### config.mk
export PLATFORM = sky130hd
export DESIGN_NAME = lsu_flat
export DESIGN_NICKNAME = d
export VERILOG_FILES = /design/src/rtl/lsu_if.sv /design/src/rtl/lsu.sv /design/src/flat_wrapper.sv
export SDC_FILE = /design/constraint.sdc
export NUM_CORES = 1
export LEC_CHECK = 0
export BUFFER_PORTS_ARGS = -buffer_cell sky130_fd_sc_hd__buf_2
export CAP_MARGIN = 10
export CORE_MARGIN = 1
export CORE_UTILIZATION = 32
export DETAILED_ROUTE_END_ITERATION = 10
export PLACE_DENSITY = 0.64
export SYNTH_ARGS = -nofsm -noshare
export SYNTH_HDL_FRONTEND = slang
export SYNTH_SLANG_ARGS = --single-unit
### constraint.sdc
create_clock -name clk -period 2.45 [get_ports clk]
set_clock_uncertainty 0.15 [all_clocks]
set_input_delay 0.1225 -clock clk [delete_from_list [all_inputs] [get_ports clk]]
set_output_delay 0.1225 -clock clk [all_outputs]
set_load 0.01 [all_outputs]
### src/rtl/lsu_if.sv
// Data-bus side of the load/store unit: one valid/ready request with same-cycle
// read data and error.
interface lsu_if #(
    parameter int unsigned DATA_WIDTH = 32
);
    logic                    valid;
    logic                    we;
    logic [DATA_WIDTH-1:0]   addr;
    logic [DATA_WIDTH-1:0]   wdata;
    logic [DATA_WIDTH/8-1:0] be;
    logic                    ready;
    logic [DATA_WIDTH-1:0]   rdata;
    logic                    err;

    modport master (
        output valid, we, addr, wdata, be,
        input  ready, rdata, err
    );

    modport slave (
        input  valid, we, addr, wdata, be,
        output ready, rdata, err
    );
endinterface

### src/rtl/lsu.sv
// Load/store unit: turns the ALU effective address into one data-bus transaction and
// returns a size-adjusted, extended load result while stalling the core.
module lsu #(
    parameter int unsigned DATA_WIDTH = 32,
    parameter int unsigned TIMEOUT    = 255
) (
    input  logic                  clk,
    input  logic                  rst_n,
    input  logic                  mem_req,
    input  logic                  mem_we,
    input  logic [2:0]            mem_size,
    input  logic [DATA_WIDTH-1:0] mem_addr,
    input  logic [DATA_WIDTH-1:0] mem_wdata,
    output logic                  stall,
    output logic                  mem_done,
    output logic [DATA_WIDTH-1:0] mem_rdata,
    output logic                  mem_err,
    lsu_if.master                 bus
);

    localparam int unsigned CntW = (TIMEOUT > 1) ? $clog2(TIMEOUT) : 1;
    localparam logic [CntW-1:0] CntLast = CntW'(TIMEOUT - 1);

    typedef enum logic [1:0] {StIdle, StBus, StDone} state_e;

    state_e                state_q, state_d;
    logic [CntW-1:0]       cnt_q, cnt_d;
    logic                  valid_q, valid_d;
    logic                  we_q, we_d;
    logic [DATA_WIDTH-1:0] addr_q, addr_d;
    logic [DATA_WIDTH-1:0] wdata_q, wdata_d;
    logic [3:0]            be_q, be_d;
    logic [2:0]            size_q, size_d;
    logic [1:0]            addr_lo_q, addr_lo_d;
    logic                  done_q, done_d;
    logic                  err_q, err_d;
    logic [DATA_WIDTH-1:0] rdata_q, rdata_d;

    logic                  illegal;
    logic [3:0]            req_be;
    logic [DATA_WIDTH-1:0] req_wdata;
    logic [7:0]            ld_byte;
    logic [15:0]           ld_half;
    logic [DATA_WIDTH-1:0] ld_data;
    logic                  timeout_hit;

    // Request decode: legality and lane placement are taken straight from the core inputs.
    always_comb begin
        illegal = 1'b0;
        case (mem_size)
            3'b000, 3'b100: illegal = 1'b0;
            3'b001, 3'b101: illegal = mem_addr[0];
            3'b010:         illegal = (mem_addr[1:0] != 2'b00);
            default:        illegal = 1'b1;
        endcase
        if (mem_we && mem_size[2]) begin
            illegal = 1'b1;
        end

        req_be    = 4'b1111;
        req_wdata = mem_wdata;
        case (mem_size[1:0])
            2'b00: begin
                req_be    = 4'b0001 << mem_addr[1:0];
                req_wdata = {4{mem_wdata[7:0]}};
            end
            2'b01: begin
                req_be    = mem_addr[1] ? 4'b1100 : 4'b0011;
                req_wdata = {2{mem_wdata[15:0]}};
            end
            default: ;
        endcase
    end

    // Load lane extraction uses the address and size latched at request time.
    always_comb begin
        ld_byte = 8'h00;
        unique case (addr_lo_q)
            2'd0: ld_byte = bus.rdata[7:0];
            2'd1: ld_byte = bus.rdata[15:8];
            2'd2: ld_byte = bus.rdata[23:16];
            2'd3: ld_byte = bus.rdata[31:24];
        endcase
        ld_half = addr_lo_q[1] ? bus.rdata[31:16] : bus.rdata[15:0];

        ld_data = bus.rdata;
        case (size_q)
            3'b000:  ld_data = {{(DATA_WIDTH-8){ld_byte[7]}}, ld_byte};
            3'b100:  ld_data = {{(DATA_WIDTH-8){1'b0}}, ld_byte};
            3'b001:  ld_data = {{(DATA_WIDTH-16){ld_half[15]}}, ld_half};
            3'b101:  ld_data = {{(DATA_WIDTH-16){1'b0}}, ld_half};
            default: ld_data = bus.rdata;
        endcase
    end

    assign timeout_hit = (TIMEOUT != 0) && (cnt_q == CntLast);

    always_comb begin
        state_d   = state_q;
        cnt_d     = cnt_q;
        valid_d   = valid_q;
        we_d      = we_q;
        addr_d    = addr_q;
        wdata_d   = wdata_q;
        be_d      = be_q;
        size_d    = size_q;
        addr_lo_d = addr_lo_q;
        done_d    = 1'b0;
        err_d     = 1'b0;
        rdata_d   = '0;

        unique case (state_q)
            StIdle: begin
                if (mem_req) begin
                    if (illegal) begin
                        state_d = StDone;
                        done_d  = 1'b1;
                        err_d   = 1'b1;
                    end else begin
                        state_d   = StBus;
                        cnt_d     = '0;
                        valid_d   = 1'b1;
                        we_d      = mem_we;
                        addr_d    = {mem_addr[DATA_WIDTH-1:2], 2'b00};
                        wdata_d   = req_wdata;
                        be_d      = req_be;
                        size_d    = mem_size;
                        addr_lo_d = mem_addr[1:0];
                    end
                end
            end
            StBus: begin
                // A response in the last allowed cycle still wins over the timeout.
                if (bus.ready) begin
                    state_d = StDone;
                    valid_d = 1'b0;
                    done_d  = 1'b1;
                    err_d   = bus.err;
                    rdata_d = (bus.err || we_q) ? '0 : ld_data;
                end else if (timeout_hit) begin
                    state_d = StDone;
                    valid_d = 1'b0;
                    done_d  = 1'b1;
                    err_d   = 1'b1;
                end else begin
                    cnt_d = cnt_q + 1'b1;
                end
            end
            StDone: begin
                state_d = StIdle;
            end
            default: begin
                state_d = StIdle;
                valid_d = 1'b0;
            end
        endcase
    end

    always_ff @(posedge clk or negedge rst_n) begin
        if (!rst_n) begin
            state_q   <= StIdle;
            cnt_q     <= '0;
            valid_q   <= 1'b0;
            we_q      <= 1'b0;
            addr_q    <= '0;
            wdata_q   <= '0;
            be_q      <= '0;
            size_q    <= '0;
            addr_lo_q <= '0;
            done_q    <= 1'b0;
            err_q     <= 1'b0;
            rdata_q   <= '0;
        end else begin
            state_q   <= state_d;
            cnt_q     <= cnt_d;
            valid_q   <= valid_d;
            we_q      <= we_d;
            addr_q    <= addr_d;
            wdata_q   <= wdata_d;
            be_q      <= be_d;
            size_q    <= size_d;
            addr_lo_q <= addr_lo_d;
            done_q    <= done_d;
            err_q     <= err_d;
            rdata_q   <= rdata_d;
        end
    end

    assign stall     = mem_req & (state_q != StDone);
    assign mem_done  = done_q;
    assign mem_err   = err_q;
    assign mem_rdata = rdata_q;

    assign bus.valid = valid_q;
    assign bus.we    = we_q;
    assign bus.addr  = addr_q;
    assign bus.wdata = wdata_q;
    assign bus.be    = be_q;

endmodule
### src/flat_wrapper.sv
// flat-port wrapper written by rule: the top's interface ports become plain ports
module lsu_flat 
#(
    parameter int unsigned DATA_WIDTH = 32,
    parameter int unsigned TIMEOUT    = 255
)
  (clk, rst_n, mem_req, mem_we, mem_size, mem_addr, mem_wdata, stall, mem_done, mem_rdata, mem_err, bus_valid, bus_we, bus_addr, bus_wdata, bus_be, bus_ready, bus_rdata, bus_err);
  lsu_if #(.DATA_WIDTH(DATA_WIDTH)) bus_i ();
  input  logic clk;
  input  logic rst_n;
  input  logic mem_req;
  input  logic mem_we;
  input  logic [2:0] mem_size;
  input  logic [DATA_WIDTH-1:0] mem_addr;
  input  logic [DATA_WIDTH-1:0] mem_wdata;
  output logic stall;
  output logic mem_done;
  output logic [DATA_WIDTH-1:0] mem_rdata;
  output logic mem_err;
  output wire logic [$bits(bus_i.valid)-1:0] bus_valid;
  output wire logic [$bits(bus_i.we)-1:0] bus_we;
  output wire logic [$bits(bus_i.addr)-1:0] bus_addr;
  output wire logic [$bits(bus_i.wdata)-1:0] bus_wdata;
  output wire logic [$bits(bus_i.be)-1:0] bus_be;
  input wire logic [$bits(bus_i.ready)-1:0] bus_ready;
  input wire logic [$bits(bus_i.rdata)-1:0] bus_rdata;
  input wire logic [$bits(bus_i.err)-1:0] bus_err;
  assign bus_valid = bus_i.valid;
  assign bus_we = bus_i.we;
  assign bus_addr = bus_i.addr;
  assign bus_wdata = bus_i.wdata;
  assign bus_be = bus_i.be;
  assign bus_i.ready = bus_ready;
  assign bus_i.rdata = bus_rdata;
  assign bus_i.err = bus_err;
  lsu #(.DATA_WIDTH(DATA_WIDTH), .TIMEOUT(TIMEOUT)) u_core (.clk(clk), .rst_n(rst_n), .mem_req(mem_req), .mem_we(mem_we), .mem_size(mem_size), .mem_addr(mem_addr), .mem_wdata(mem_wdata), .stall(stall), .mem_done(mem_done), .mem_rdata(mem_rdata), .mem_err(mem_err), .bus(bus_i));
endmodule
Word-level counts from Yosys, hierarchy flattened
Index checks and enable logic that the tools add are counted.
{ "word_totals": {"regBits": 117, "in_bits": 105, "out_inout_bits": 105} }
{ "op_classes": {"n_addsub": 1, "n_eq_ne": 20, "shift": 1, "muxes": 33, "bitwise": 3, "n_reduce_logical": 15} }
{ "ops": {"columns": ["op", "count"], "rows": [
  ["case mux 32 bit (4 select lines)", 1],
  ["2-to-1 mux 32 bit", 3],
  ["case mux 32 bit (2 select lines)", 1],
  ["2-to-1 mux 8 bit", 4],
  ["case mux 8 bit (4 select lines)", 1],
  ["2-to-1 mux 16 bit", 1],
  ["case mux 8 bit (2 select lines)", 1],
  ["== test 3 bit (second input constant)", 4],
  ["2-to-1 mux 1 bit", 10],
  ["!= test 2 bit (second input constant)", 5],
  ["adder 8 x 1 -> 8 bit (second input constant)", 1],
  ["== test 8 bit (second input constant)", 1],
  ["2-to-1 mux 2 bit", 4],
  ["case mux 4 bit (2 select lines)", 1],
  ["== test 2 x 1 -> 1 bit (second input constant)", 3],
  ["== test 2 bit (second input constant)", 3],
  ["== test 3 x 1 -> 1 bit (second input constant)", 2],
  ["logical NOT 2 bit", 3],
  ["logical NOT 3 bit", 2],
  ["case mux 1 bit (3 select lines)", 2],
  ["AND reduction 5 bit", 1],
  ["2-to-1 mux 4 bit", 1],
  ["case mux 1 bit (2 select lines)", 2],
  ["case mux 2 bit (2 select lines)", 1],
  ["12 further kinds", 15]
]} }

Depth between registers and ports, before layout
{ "logic_depth": {"depth_word": 7, "mapped_depth": 7, "mapped_depth_nobuf": 6} }

Worst setup path after synthesis
Ideal clock, no wire load.
{ "synth_timing": {"path_type": "reg-to-reg", "startpoint": "register u_core.cnt_q[0]", "endpoint": "register u_core.cnt_q[7]", "setup_time_ps": 78, "arrival_time_ps": 1562, "t_required_ps": 2222, "path_slack_ps": 660, "path_stages_with_launch": 8, "cell_sequence": "dfrtp_1 > inv_1 > ha_1 > nand3_1 > o21ai_1 > buf_2 > or4_1 > a21oi_1"} }
{ "synth_via": {"elab_chain_len": 4, "elab_cells_between_ends": 7} }
{ "synth_lines": {"columns": ["element", "line_no", "rtl"], "rows": [
  ["start, declared", "lsu.sv:27", "logic [CntW-1:0] cnt_q, cnt_d;"],
  ["start signal, assigned", "lsu.sv:175", "cnt_q <= cnt_d;"],
  ["adder 8 x 1 -> 8 bit", "lsu.sv:146", "cnt_d = cnt_q + 1'b1;"],
  ["2-to-1 mux 8 bit", "lsu.sv:140", "end else if (timeout_hit) begin"],
  ["2-to-1 mux 8 bit", "lsu.sv:134", "if (bus.ready) begin"],
  ["case mux 8 bit (2 select lines)", "lsu.sv:112", "unique case (state_q)"]
]} }
Several ways; a longest one is shown, not always the timed one. The select of a mux whose other input is x is not followed.
A chain may end at the register's enable or synchronous reset.

Worst setup path in the final report
{ "layout_timing": {"startpoint": "register u_core.size_q[0]", "endpoint": "register u_core.rdata_q[13] (netlist: u_core.mem_rdata[13])"} }
{ "layout_via": {"elab_chain_len": 5, "elab_cells_between_ends": 8} }
{ "layout_lines": {"columns": ["element", "line_no", "rtl"], "rows": [
  ["start, declared", "lsu.sv:33", "logic [2:0] size_q, size_d;"],
  ["start signal, assigned", "lsu.sv:181", "size_q <= size_d;"],
  ["== test 3 bit (tied with other cells)", "lsu.sv:87", "case (size_q)"],
  ["case mux 32 bit (4 select lines) (*)", "lsu.sv:87", null],
  ["2-to-1 mux 32 bit (*)", "lsu.sv:139", "rdata_d = (bus.err || we_q) ? '0 : ld_data;"],
  ["2-to-1 mux 32 bit (*)", "lsu.sv:134", null],
  ["2-to-1 mux 32 bit (*)", "lsu.sv:112", null],
  ["named net u_core.rdata_d[13]", "lsu.sv:37", "logic [DATA_WIDTH-1:0] rdata_q, rdata_d;"],
  ["end signal, assigned", "lsu.sv:185", "rdata_q <= rdata_d;"],
  ["end, declared", "lsu.sv:37", null]
]} }
Mark *: on every way through the listed nets, which the timed path passes. The rest lies on a longest branch.

==> out/metrics.cfg <==
[status]
outcome = finished clean

[global_routing]
number_of_global_route_vias_before_repair = 4894
grt_max_degree = 73
grt_first_pass_wirelength_um = 24400
grt_remaining_overflow = 0
grt_antenna_before_repair = 0
grtUsageTotal_pct = 19.0

[clock_network]
cts.sink_count = 117
ctsHtreeMaxLevel = 4
cts-resized-gates = 0
cts_root_buffer = sky130_fd_sc_hd__clkbuf_16
clk-insertion-delay-late_ns = 0.41
numCtsBuffers = 17
cts_max_path_buffers = 2
clk_pin_slew_ns = 0.05
cts_tree = built

[routing]
vias_per_cell = 4.68
via_count = 4820
drcViolationCount = 0
drt_first_iter_violations = 250
drt.antenna.violating_nets = 0
drt_pass1_iterations = 4
route.final.wire_length_um = 15700
wl_per_cell_um = 15.3

[final_layout]
layout.cells.most_common = sky130_fd_sc_hd__buf_2
area.growth.synth_to_final_pct = 56.5
final_cell_mix = sky130_fd_sc_hd__buf_2 (206), sky130_fd_sc_hd__dfrtp_1 (117), sky130_fd_sc_hd__dlygate4sd3_1 (114)
fin_nets = 910
post_route_cells_drive_above_1_share_pct = 37.3
insertedDiodeCount = 0

[worst_setup_path]
arrival_ns = 2.46
required_ns = 2.59
crit_fanout = 13
setup.worst_path.end_class = flip-flop
criticalPathCategory = reg2reg
timing.critical_path.from_type = flip-flop

[synth]
ys_seq_elements = 117
syn-cell-area_um2 = 5280
ys_types = 45
async_reset_ff_share_pct = 100
number_of_warnings_reported_in_the_yosys_synthesis_log = 0
postSynth.topFlopCell = sky130_fd_sc_hd__dfrtp_1
postSynthCellCount = 483
seq_area_frac_synth_pct = 55.5
post_synth.cell_area_avg_um2 = 10.9
synth_edf_count = 0

[floorplanning]
row_count = 46
core_area_um2 = 16000
top_level_ports = 210
die_y_um = 130
fp.dieW_um = 130
floorplan.initialDensity_pct = 33.0
design.die.area_um2 = 17000

[timing]
final_number_of_setup_violating_endpoints = 0
slew_viol_final = 0
relSlewSlack_pct = 51.3
grt_setup_unrepaired = false
clock.fmax_mhz = 433
final.period_utilization_pct = 94.4
layout_min_cycle_time_ns = 2.31
hold_violations = 0
fin_tns_setup_ns = 0
hold_ws_ns = 0.0282
worst_slew_pin_slew_ns = 0.730

[power_and_ir_drop]
power_density_nw_per_um2 = 886
design_power_total_mw = 7.32
maximum_ir_drop_on_the_vdd_rail_mv = 0.523
power_leakage_nw = 4.15

[placement]
place_congestion = 0.754
dp_hpwl_um = 10100
buffer_ports.inserted = 207

[hold_path]
hold_path.class = in2async

[run]
drv_cap = 0

[logic make-up after synthesis]
kind of cell	Yosys count	synth area share [%]
multiplexers	74	15.6
XOR/XNOR	3	0.498
buffers and inverters	46	3.94
other	1	0.0711
adder cells (fa/ha/maj)	2	0.474
flip-flops	117	55.5
AND/OR/NAND/NOR	138	11.8
AO/OA/AOI/OAI	102	12.1
[power breakdown]
part           switching [mW]  internal, mW  total (mW)  leakage, nW
clock                   0.867          1.61        2.48        0.286
sequential              0.323          2.42        2.74         1.49
combinational            1.11         0.996        2.10         2.37
total                    2.30          5.02        7.32         4.15
[registers in the layout, indices dropped and copies added, names as in the netlist]
name / count
u_core.addr_lo_q: 2
u_core.bus.addr: 30
u_core.bus.be: 4
u_core.bus.valid: 1
u_core.bus.wdata: 32
u_core.bus.we: 1
u_core.cnt_q: 8
u_core.mem_done: 1
u_core.mem_err: 1
u_core.mem_rdata: 32
u_core.size_q: 3
u_core.state_q: 2
[per-stage QoR]
step | std cells | setup slack [ns] | area (um2) | utilization (%)
final | 1031 | 0.138 | 8260 | 51.6
after global routing | 1031 | 0.0204 | 8260 | 51.6
after CTS | 1031 | 0.138 | 8260 | 51.6
after detailed placement | 886 | 0.418 | 6540 | 40.9
after global placement | 886 | 0.447 | 6540 | 40.9
after floorplan | 484 | 0.660 | 5280 | -
[repair_timing]
action                    CTS  global route
hold endpoints to repair  221             0
setup buffers               0             0
hold buffers              114             0
[layer usage]
metal | wire [um] | vias to the layer above | GRT usage, %
met2 | 7800 | 174 | 32.2
met5 | 0 | - | 0
met3 | 789 | 32 | 5.21
met4 | 402 | 0 | 8.25
li1 | - | 2324 | -
met1 | 6740 | 2290 | 22.6
[synthesized netlist by cell type (all sizes together), types with 2 or more instances]
cell | instances | area share [%]
nor2 | 30 | 2.1
nor3 | 8 | 0.95
ha | 2 | 0.47
o221a | 4 | 0.85
inv | 14 | 1.0
a221oi | 8 | 1.4
o21ai | 42 | 4.1
or3 | 2 | 0.24
a32oi | 3 | 0.50
mux2i | 29 | 5.5
buf | 18 | 1.9
nand2b | 4 | 0.47
or4 | 2 | 0.28
dfrtp | 117 | 55
o31ai | 4 | 0.83
nor2b | 3 | 0.36
mux2 | 45 | 10
nand3 | 5 | 0.47
o211a | 3 | 0.57
nor3b | 3 | 0.43
a21oi | 33 | 3.1
nand2 | 74 | 5.3
xor2 | 3 | 0.50
nor4 | 2 | 0.47
clkbuf | 14 | 1.0
[layout make-up]
type                       instances  area (um2)
clock buffer                      21         450
timing repair buffer             332        2270
clock inverter                    10         131
fill                            1422        7740
sequential                       117        2930
multi-input combinational        321        2150
tap                              216         270
inverter                          14        52.6
[worst max-delay path, cell delays in order (launching register included)]
cell	delay, ns
sky130_fd_sc_hd__dfrtp_1	0.61
sky130_fd_sc_hd__nand2b_1	0.27
sky130_fd_sc_hd__nor3_1	0.08
sky130_fd_sc_hd__nor3_2	0.36
sky130_fd_sc_hd__a221oi_1	0.14
sky130_fd_sc_hd__dlygate4sd3_1	0.58
[worst paths after layout]
check / end / cells past startpoint / start / slack, ns
worst min register to register: u_core.bus.wdata[13] / 2 / u_core.bus.wdata[13] / 0.32
max in group asynchronous: u_core.bus.addr[21] / 3 / rst_n / 1.44
worst min-delay path: u_core.mem_rdata[12] / 2 / rst_n / 0.03
worst max-delay path: u_core.mem_rdata[13] / 5 / u_core.size_q[0] / 0.14
worst max register to register: u_core.mem_rdata[13] / 5 / u_core.size_q[0] / 0.14
min in group clk: u_core.mem_done / 4 / mem_req / 0.09
(Power assumes the default switching activity.)
